`config.mk`:
```
export PLATFORM = sky130hd
export DESIGN_NAME = bidirectional_piso_serializer_flat
export DESIGN_NICKNAME = d
export VERILOG_FILES = /design/src/rtl/bidir_shift_pkg.sv /design/src/rtl/bidirectional_piso_serializer_if.sv /design/src/rtl/piso_shift_core.sv /design/src/rtl/bidirectional_piso_serializer.sv /design/src/flat_wrapper.sv
export SDC_FILE = /design/constraint.sdc
export NUM_CORES = 1
export LEC_CHECK = 0
export CAP_MARGIN = 10
export CORE_AREA = 2 2 39 41
export DETAILED_ROUTE_END_ITERATION = 16
export DIE_AREA = 0 0 41 43
export PLACE_DENSITY = 0.76
export SLEW_MARGIN = 20
export SYNTH_ARGS = -nofsm -noshare
export SYNTH_HDL_FRONTEND = slang
export SYNTH_HIERARCHICAL = 1
export SYNTH_SLANG_ARGS = --single-unit
```
`constraint.sdc`:
```
create_clock -name clk -period 3 [get_ports clk]
set_clock_uncertainty 0.1 [all_clocks]
set_input_delay 0.6 -clock clk [delete_from_list [all_inputs] [get_ports clk]]
set_output_delay 0.6 -clock clk [all_outputs]
set_load 0.1 [all_outputs]
```
`src/rtl/bidir_shift_pkg.sv`:
```
// Shared definitions for the bidirectional shift-register family (the receiver-side
// SIPO and this transmit-side PISO).
//   DEFAULT_WIDTH       : default word length in bits
//   DIR_LEFT / DIR_RIGHT: direction encoding (left = MSB first)
//   ST_IDLE / ST_SHIFT  : 1-bit state encoding, wrapped by state_t
package bidir_shift_pkg;

    localparam int DEFAULT_WIDTH = 4;

    localparam logic DIR_LEFT  = 1'b1;
    localparam logic DIR_RIGHT = 1'b0;

    localparam logic ST_IDLE  = 1'b0;
    localparam logic ST_SHIFT = 1'b1;

    typedef enum logic {
        IDLE  = ST_IDLE,
        SHIFT = ST_SHIFT
    } state_t;

endpackage

```
`src/rtl/bidirectional_piso_serializer_if.sv`:
```
// Handshake / serial bus of the PISO serializer.
//   load_valid, din, direction : word offer from the producer
//   load_ready                 : serializer can take a word
//   shift_en                   : advance one bit this cycle
//   so, so_valid, done, busy   : serial output and status
// master = word producer / serial consumer, slave = serializer.
interface bidirectional_piso_serializer_if
    import bidir_shift_pkg::*;
#(
    parameter int WIDTH = DEFAULT_WIDTH
) ();

    logic             load_valid;
    logic             load_ready;
    logic [WIDTH-1:0] din;
    logic             direction;
    logic             shift_en;
    logic             so;
    logic             so_valid;
    logic             busy;
    logic             done;

    modport master (
        output load_valid, din, direction, shift_en,
        input  load_ready, so, so_valid, busy, done
    );

    modport slave (
        input  load_valid, din, direction, shift_en,
        output load_ready, so, so_valid, busy, done
    );

endinterface

```
`src/rtl/piso_shift_core.sv`:
```
// Load/shift register of the PISO serializer with direction mux and serial tap.
//   clk, rst : clock, asynchronous active-high reset
//   load     : capture din
//   shift    : shift one position towards the tap, filling with 0
//   dir      : latched direction (DIR_LEFT taps the MSB, DIR_RIGHT the LSB)
//   din      : parallel word
//   tap      : bit that leaves the register on the next shift
module piso_shift_core
    import bidir_shift_pkg::*;
#(
    parameter int WIDTH = DEFAULT_WIDTH
) (
    input  logic             clk,
    input  logic             rst,
    input  logic             load,
    input  logic             shift,
    input  logic             dir,
    input  logic [WIDTH-1:0] din,
    output logic             tap
);

    logic [WIDTH-1:0] shreg_r;

    // Shift register: load has priority, vacated positions fill with zero.
    always_ff @(posedge clk or posedge rst) begin
        if (rst) begin
            shreg_r <= {WIDTH{1'b0}};
        end else if (load) begin
            shreg_r <= din;
        end else if (shift) begin
            if (dir == DIR_LEFT) begin
                shreg_r <= {shreg_r[WIDTH-2:0], 1'b0};
            end else begin
                shreg_r <= {1'b0, shreg_r[WIDTH-1:1]};
            end
        end else begin
            shreg_r <= shreg_r;
        end
    end

    assign tap = (dir == DIR_LEFT) ? shreg_r[WIDTH-1] : shreg_r[0];

endmodule

```
`src/rtl/bidirectional_piso_serializer.sv`:
```
// Parallel-in serial-out serializer, MSB-first or LSB-first.
//   clk, rst : rising-edge clock, asynchronous active-high reset
//   bus      : slave side of bidirectional_piso_serializer_if
//              (load_valid/load_ready/din/direction handshake, shift_en,
//               registered so/so_valid, done pulse on the last bit, busy)
// A word is accepted only in IDLE; the FSM returns to IDLE on the edge that
// emits the last bit, so a word offered right then is loaded one edge later,
// leaving a single bubble cycle between back-to-back words.
module bidirectional_piso_serializer
    import bidir_shift_pkg::*;
#(
    parameter  int WIDTH = DEFAULT_WIDTH,
    localparam int CNT_W = $clog2(WIDTH + 1)
) (
    input logic                             clk,
    input logic                             rst,
    bidirectional_piso_serializer_if.slave  bus
);

    state_t           state_r;
    logic [CNT_W-1:0] count_r;
    logic             dir_r;
    logic             so_r;
    logic             so_valid_r;
    logic             done_r;

    logic             load_s;
    logic             shift_s;
    logic             tap_s;

    assign load_s  = (state_r == IDLE)  && bus.load_valid;
    assign shift_s = (state_r == SHIFT) && bus.shift_en;

    piso_shift_core #(
        .WIDTH (WIDTH)
    ) u_core (
        .clk   (clk),
        .rst   (rst),
        .load  (load_s),
        .shift (shift_s),
        .dir   (dir_r),
        .din   (bus.din),
        .tap   (tap_s)
    );

    // Control FSM: bit counter, latched direction and registered serial outputs.
    always_ff @(posedge clk or posedge rst) begin
        if (rst) begin
            state_r    <= IDLE;
            count_r    <= {CNT_W{1'b0}};
            dir_r      <= DIR_RIGHT;
            so_r       <= 1'b0;
            so_valid_r <= 1'b0;
            done_r     <= 1'b0;
        end else begin
            case (state_r)
                IDLE: begin
                    so_valid_r <= 1'b0;
                    done_r     <= 1'b0;
                    if (bus.load_valid) begin
                        dir_r   <= bus.direction;
                        count_r <= CNT_W'(WIDTH);
                        state_r <= SHIFT;
                    end else begin
                        state_r <= IDLE;
                    end
                end
                SHIFT: begin
                    if (bus.shift_en) begin
                        so_r       <= tap_s;
                        so_valid_r <= 1'b1;
                        count_r    <= count_r - CNT_W'(1);
                        // count==1 means this edge emits the last bit.
                        if (count_r == CNT_W'(1)) begin
                            done_r  <= 1'b1;
                            state_r <= IDLE;
                        end else begin
                            done_r  <= 1'b0;
                            state_r <= SHIFT;
                        end
                    end else begin
                        so_valid_r <= 1'b0;
                        done_r     <= 1'b0;
                    end
                end
                default: begin
                    state_r    <= IDLE;
                    so_valid_r <= 1'b0;
                    done_r     <= 1'b0;
                end
            endcase
        end
    end

    assign bus.so         = so_r;
    assign bus.so_valid   = so_valid_r;
    assign bus.done       = done_r;
    assign bus.load_ready = (state_r == IDLE);
    assign bus.busy       = (state_r == SHIFT);

endmodule

```
`src/flat_wrapper.sv`:
```
// flat-port wrapper written by rule: the top's interface ports become plain ports
module bidirectional_piso_serializer_flat import bidir_shift_pkg::*;
#(
    parameter  int WIDTH = DEFAULT_WIDTH,
    localparam int CNT_W = $clog2(WIDTH + 1)
)
  (clk, rst, bus_load_valid, bus_din, bus_direction, bus_shift_en, bus_load_ready, bus_so, bus_so_valid, bus_busy, bus_done);
  bidirectional_piso_serializer_if #(.WIDTH(WIDTH)) bus_i ();
  input logic clk;
  input logic rst;
  input wire logic [$bits(bus_i.load_valid)-1:0] bus_load_valid;
  input wire logic [$bits(bus_i.din)-1:0] bus_din;
  input wire logic [$bits(bus_i.direction)-1:0] bus_direction;
  input wire logic [$bits(bus_i.shift_en)-1:0] bus_shift_en;
  output wire logic [$bits(bus_i.load_ready)-1:0] bus_load_ready;
  output wire logic [$bits(bus_i.so)-1:0] bus_so;
  output wire logic [$bits(bus_i.so_valid)-1:0] bus_so_valid;
  output wire logic [$bits(bus_i.busy)-1:0] bus_busy;
  output wire logic [$bits(bus_i.done)-1:0] bus_done;
  assign bus_i.load_valid = bus_load_valid;
  assign bus_i.din = bus_din;
  assign bus_i.direction = bus_direction;
  assign bus_i.shift_en = bus_shift_en;
  assign bus_load_ready = bus_i.load_ready;
  assign bus_so = bus_i.so;
  assign bus_so_valid = bus_i.so_valid;
  assign bus_busy = bus_i.busy;
  assign bus_done = bus_i.done;
  bidirectional_piso_serializer #(.WIDTH(WIDTH)) u_core (.clk(clk), .rst(rst), .bus(bus_i));
endmodule
```
# Word-level counts from Yosys, hierarchy flattened
# Cells that the tools add are included.
# Widths: inputs -> output; s select.
[totals]
ff_bits = 12
in_bits = 9
output_inout_bits = 5
elab_cells = 34
[op_classes]
add_sub_neg = 1
n_eq_ne = 3
mux = 16
bitwise_logic = 1
reduce_logical = 6
[op_table]
columns = ["op", "n"]
rows = [
  ["$mux 4", 3],
  ["$mux 1", 7],
  ["$mux 3", 2],
  ["$pmux 1 s2", 3],
  ["$pmux 3 s2", 1],
  ["$reduce_and 2->1", 3],
  ["$ne 2x2->1 const B", 2],
  ["$eq 3x1->1 const B", 1],
  ["$sub 3x1->3 const B", 1],
  ["$logic_and 1x1->1", 2],
  ["$reduce_bool 2->1", 1],
  ["$not 1->1", 1],
]

# Longest topological paths before layout
[logic_depth]
word_depth = 4
depth_mapped = 5
ltp_nobuf = 4

# Cells and area by module
# The synthesis kept the hierarchy.
[modules_own_cells]
columns = ["mod", "instances", "cells_each", "area_each_um2", "seq_area_each_um2"]
rows = [
  ["bidirectional_piso_serializer", 1, 31, 394.1, 200.2],
  ["piso_shift_core", 1, 24, 237.7, 100.1],
]

# Least setup slack after synthesis
# Ideal clock, no wire load.
[synth_timing]
path_kind = "reg-to-output"
start = "register u_core.state_r, in the netlist u_core/bus.busy"
end = "output bus_load_ready"
t_arrival_ns = 1.624
t_required_ns = 2.300
setup_slack_ns = 0.676
stages_incl_launch_ff = 3
path_buffers = 1
path_cell_list = "dfrtp_1 buf_6 inv_1"
[synth_between]
elab_chain_len = 1
[synth_rtl]
columns = ["item", "line", "source"]
rows = [
  ["start, declared", "bidirectional_piso_serializer.sv:20", "state_t state_r;"],
  ["start signal, assigned", "bidirectional_piso_serializer.sv:49", "state_r <= IDLE;"],
  ["start signal, assigned", "bidirectional_piso_serializer.sv:63", "state_r <= SHIFT;"],
  ["start signal, assigned", "bidirectional_piso_serializer.sv:65", "state_r <= IDLE;"],
  ["$not 1->1 (no line)", "--", ""],
  ["end, declared", "flat_wrapper.sv:15", "output wire logic [$bits(bus_i.load_ready)-1:0] bus_load_ready;"],
]
# No other way between the ends.

# Worst setup path in the final report
[layout_timing]
start = "register u_core.state_r, in the netlist u_core/bus.busy"
end = "output bus_busy"
[layout_rtl]
columns = ["item", "line", "source"]
rows = [
  ["end, declared", "flat_wrapper.sv:18", "output wire logic [$bits(bus_i.busy)-1:0] bus_busy;"],
]
# No word-level cell between the ends.

==> results_dict.tcl <==
set metrics [dict create \
    cp_slowest_stage_delay_ps 580 \
    synthesis.area_sq_um 632 \
    worstHoldStart "u_core/count_r[1]" \
    fp-row-count 14 \
    reg2regPathDepth 4 \
    regToRegStartpoint "u_core/bus.busy" \
    htree_levels 1 \
    cts_buffers 3 \
    drtIter0Drc 7 \
    io_buffers 13 \
    finalCriticalPeriod_ps 1920 \
    cts_root_buffer "clkbuf_4" \
    vdd_drop_max_mv 0.518 \
    vias_per_cell 5.35 \
    clk_pin_slew_ps 70 \
    hold_slack_ps 399 \
    drive_gt1_share_pct 22.9 \
    fp.coreArea_sq_mm 0.00138 \
    final_nets 83 \
    path_cells "buf_4" \
    n_antenna_cell 0 \
    drc 0 \
    utilization_pct 56.4 \
    yosysMostFrequentCell "dfrtp_1" \
    r2r_end "u_core/u_core/shreg_r[2]" \
    cts-hold-fix-buffers 0 \
    grt_max_degree 11 \
    synth-seq-cells 12 \
    cts_max_path_buffers 2 \
    gp_congestion 0.763 \
    crit_family "flip-flops" \
    rsz0062_at_grt "false" \
    syn_nets 66 \
    synth_cell_types 25 \
    end_kind "primary output" \
    worstMarginPinSlew_ps 394 \
    place_area_sq_um 758 \
    cp_num_buf_inv 1 \
    cts_tree "yes" \
    whs_endpoint "u_core/count_r[1]" \
    p_per_area_mw_per_mm2 1030 \
    total_power_uw 807 \
    totalWireLength_um 1140 \
    final_cell_count_no_fill 86 \
    track_usage_pct 16.9 \
    crit_path_start_kind "flip-flop" \
    area_delta_synth_final_pct 23.6 \
    max_clock_freq_ghz 0.521 \
    cp_max_fo 10 \
    ff2ff_setup_slack_ps 1590 \
    clock_latency_ps 270 \
    dr.pass1.iters 4 \
    dp_hpwl_um 822 \
    syn-instance-count 55 \
    maxCapViolCount 0 \
    syn_area_per_cell_sq_um 11.5 \
    timing.critical_path.arrival_ps 1220 \
    post-place-ws_ps 1010 \
    grt_pass1_vias 434 \
    crit_path_top_delay_cell "dfrtp_1" \
    grt_antenna_before_repair 0 \
    setup_violations 0 \
    setup_ws_ps 1080 \
    io_pins 14 \
    dp_cells 83 \
    tns_ps 0 \
    synth_top_cell_by_area "dfrtp_1" \
    die_area_sq_mm 0.00176 \
    final_cell_area_sq_um 781 \
    via_count 460 \
    min_path_type "flip-flop to flip-flop" \
    worstSetupStartpoint "u_core/bus.busy" \
    fin_crit_sh_pct 64.0 \
    avgRoutedWirePerCell_um 13.3 \
    slew_violations 0 \
    yosysSeqAreaShare_pct 47.5 \
    p_leak_nw 0.378 \
    grt_pass1_wl_um 1880 \
    die_w_um 41 \
    required_ps 2300 \
    start_util_pct 45.7 \
    chipHeight_um 43 \
    grt-ovfl-total 0 \
    crit_type "flip-flop to primary output" \
    yosys_warnings 6 \
    synth.area.top_cells "dfrtp_1 (48%), mux2i_1 (4.8%), mux2_4 (4.8%)" \
    nFillCells 134 \
    postCtsSetupBuffers 0 \
    finalHoldViolCount 0 \
    synth_edf_count 0 \
    synth_top_cell_area_share_pct 47.5 \
    cts-resized-gates 0 \
    holdPathStages 1 \
    relSlewSlack_pct 73.7 \
    synth_common_cells "dfrtp_1 (12), inv_1 (7), a31oi_1 (3), mux2i_1 (3), nand2b_1 (3)" \
    clock_sinks 12 \
    async_reset_ff_share_pct 100 \
    antenna_left 0 \
    ys.flop_type "dfrtp_1" \
    status "finished clean" \
]
## sequential cells by signal, summed over array words and instances, names as in the netlist
signal / cells
u_core/u_core/shreg_r: 4
u_core/count_r: 3
u_core/bus.busy: 1
u_core/bus.done: 1
u_core/bus.so: 1
u_core/bus.so_valid: 1
u_core/dir_r: 1
## routing by layer
layer,wire length [um],GRT usage [%]
met4,0,12.0
met2,562,23.4
met3,61,4.71
met1,518,21.4
met5,0,0
## power breakdown
group          switching [mW]  total [mW]  internal (mW)  leakage (nW)
Clock                  0.0496      0.0960         0.0464        0.0138
Combinational           0.251       0.408          0.156         0.215
Sequential             0.0725       0.303          0.231         0.149
## cells by family after synthesis
| logic type | share of synthesized area (%) |
|---|---|
| AND/OR/NAND/NOR | 21.8 |
| flip-flops | 47.5 |
| AO/OA/AOI/OAI | 9.51 |
| buffers and inverters | 5.94 |
| multiplexers | 11.3 |
| adder cells (fa/ha/maj) | 3.96 |
## final cells by class
class / count / area [sq um] / share of cell area [%]
inverter: 7 / 26.3 / 3.37
clock buffer: 3 / 22.5 / 2.88
timing repair buffer: 13 / 118 / 15.1
tap: 16 / 20.0 / 2.56
multi-input combinational: 35 / 294 / 37.7
sequential: 12 / 300 / 38.5
## layout by cell type, fill, tap and decap left out
cell             instances
clkdlybuf4s50_1          8
nor2b_4                  1
nand2_1                  2
o2bb2ai_1                1
a21bo_2                  1
clkbuf_4                 3
nor3_1                   1
nand2b_1                 3
and3b_2                  1
nand2_4                  1
nor2b_1                  1
dfrtp_1                 12
nand3b_1                 2
mux2_4                   2
or3b_1                   2
a21o_1                   1
mux2i_1                  3
nor2b_2                  1
a31oi_1                  3
buf_4                    5
o211ai_1                 2
nand3_1                  1
ha_1                     2
mux2_1                   1
and4b_2                  1
nor2_1                   2
inv_1                    7
## worst max path at each step
stage                     slack [ps]                  endpoint  cells past startpoint
after floorplan                  680            bus_load_ready                      2
after global placement          1030  u_core/u_core/shreg_r[1]                      5
after detailed placement        1010  u_core/u_core/shreg_r[2]                      5
after CTS                       1060                  bus_busy                      1
after global routing             990                  bus_busy                      1
final                           1080                  bus_busy                      1
Power figures use the tool's default switching activity.
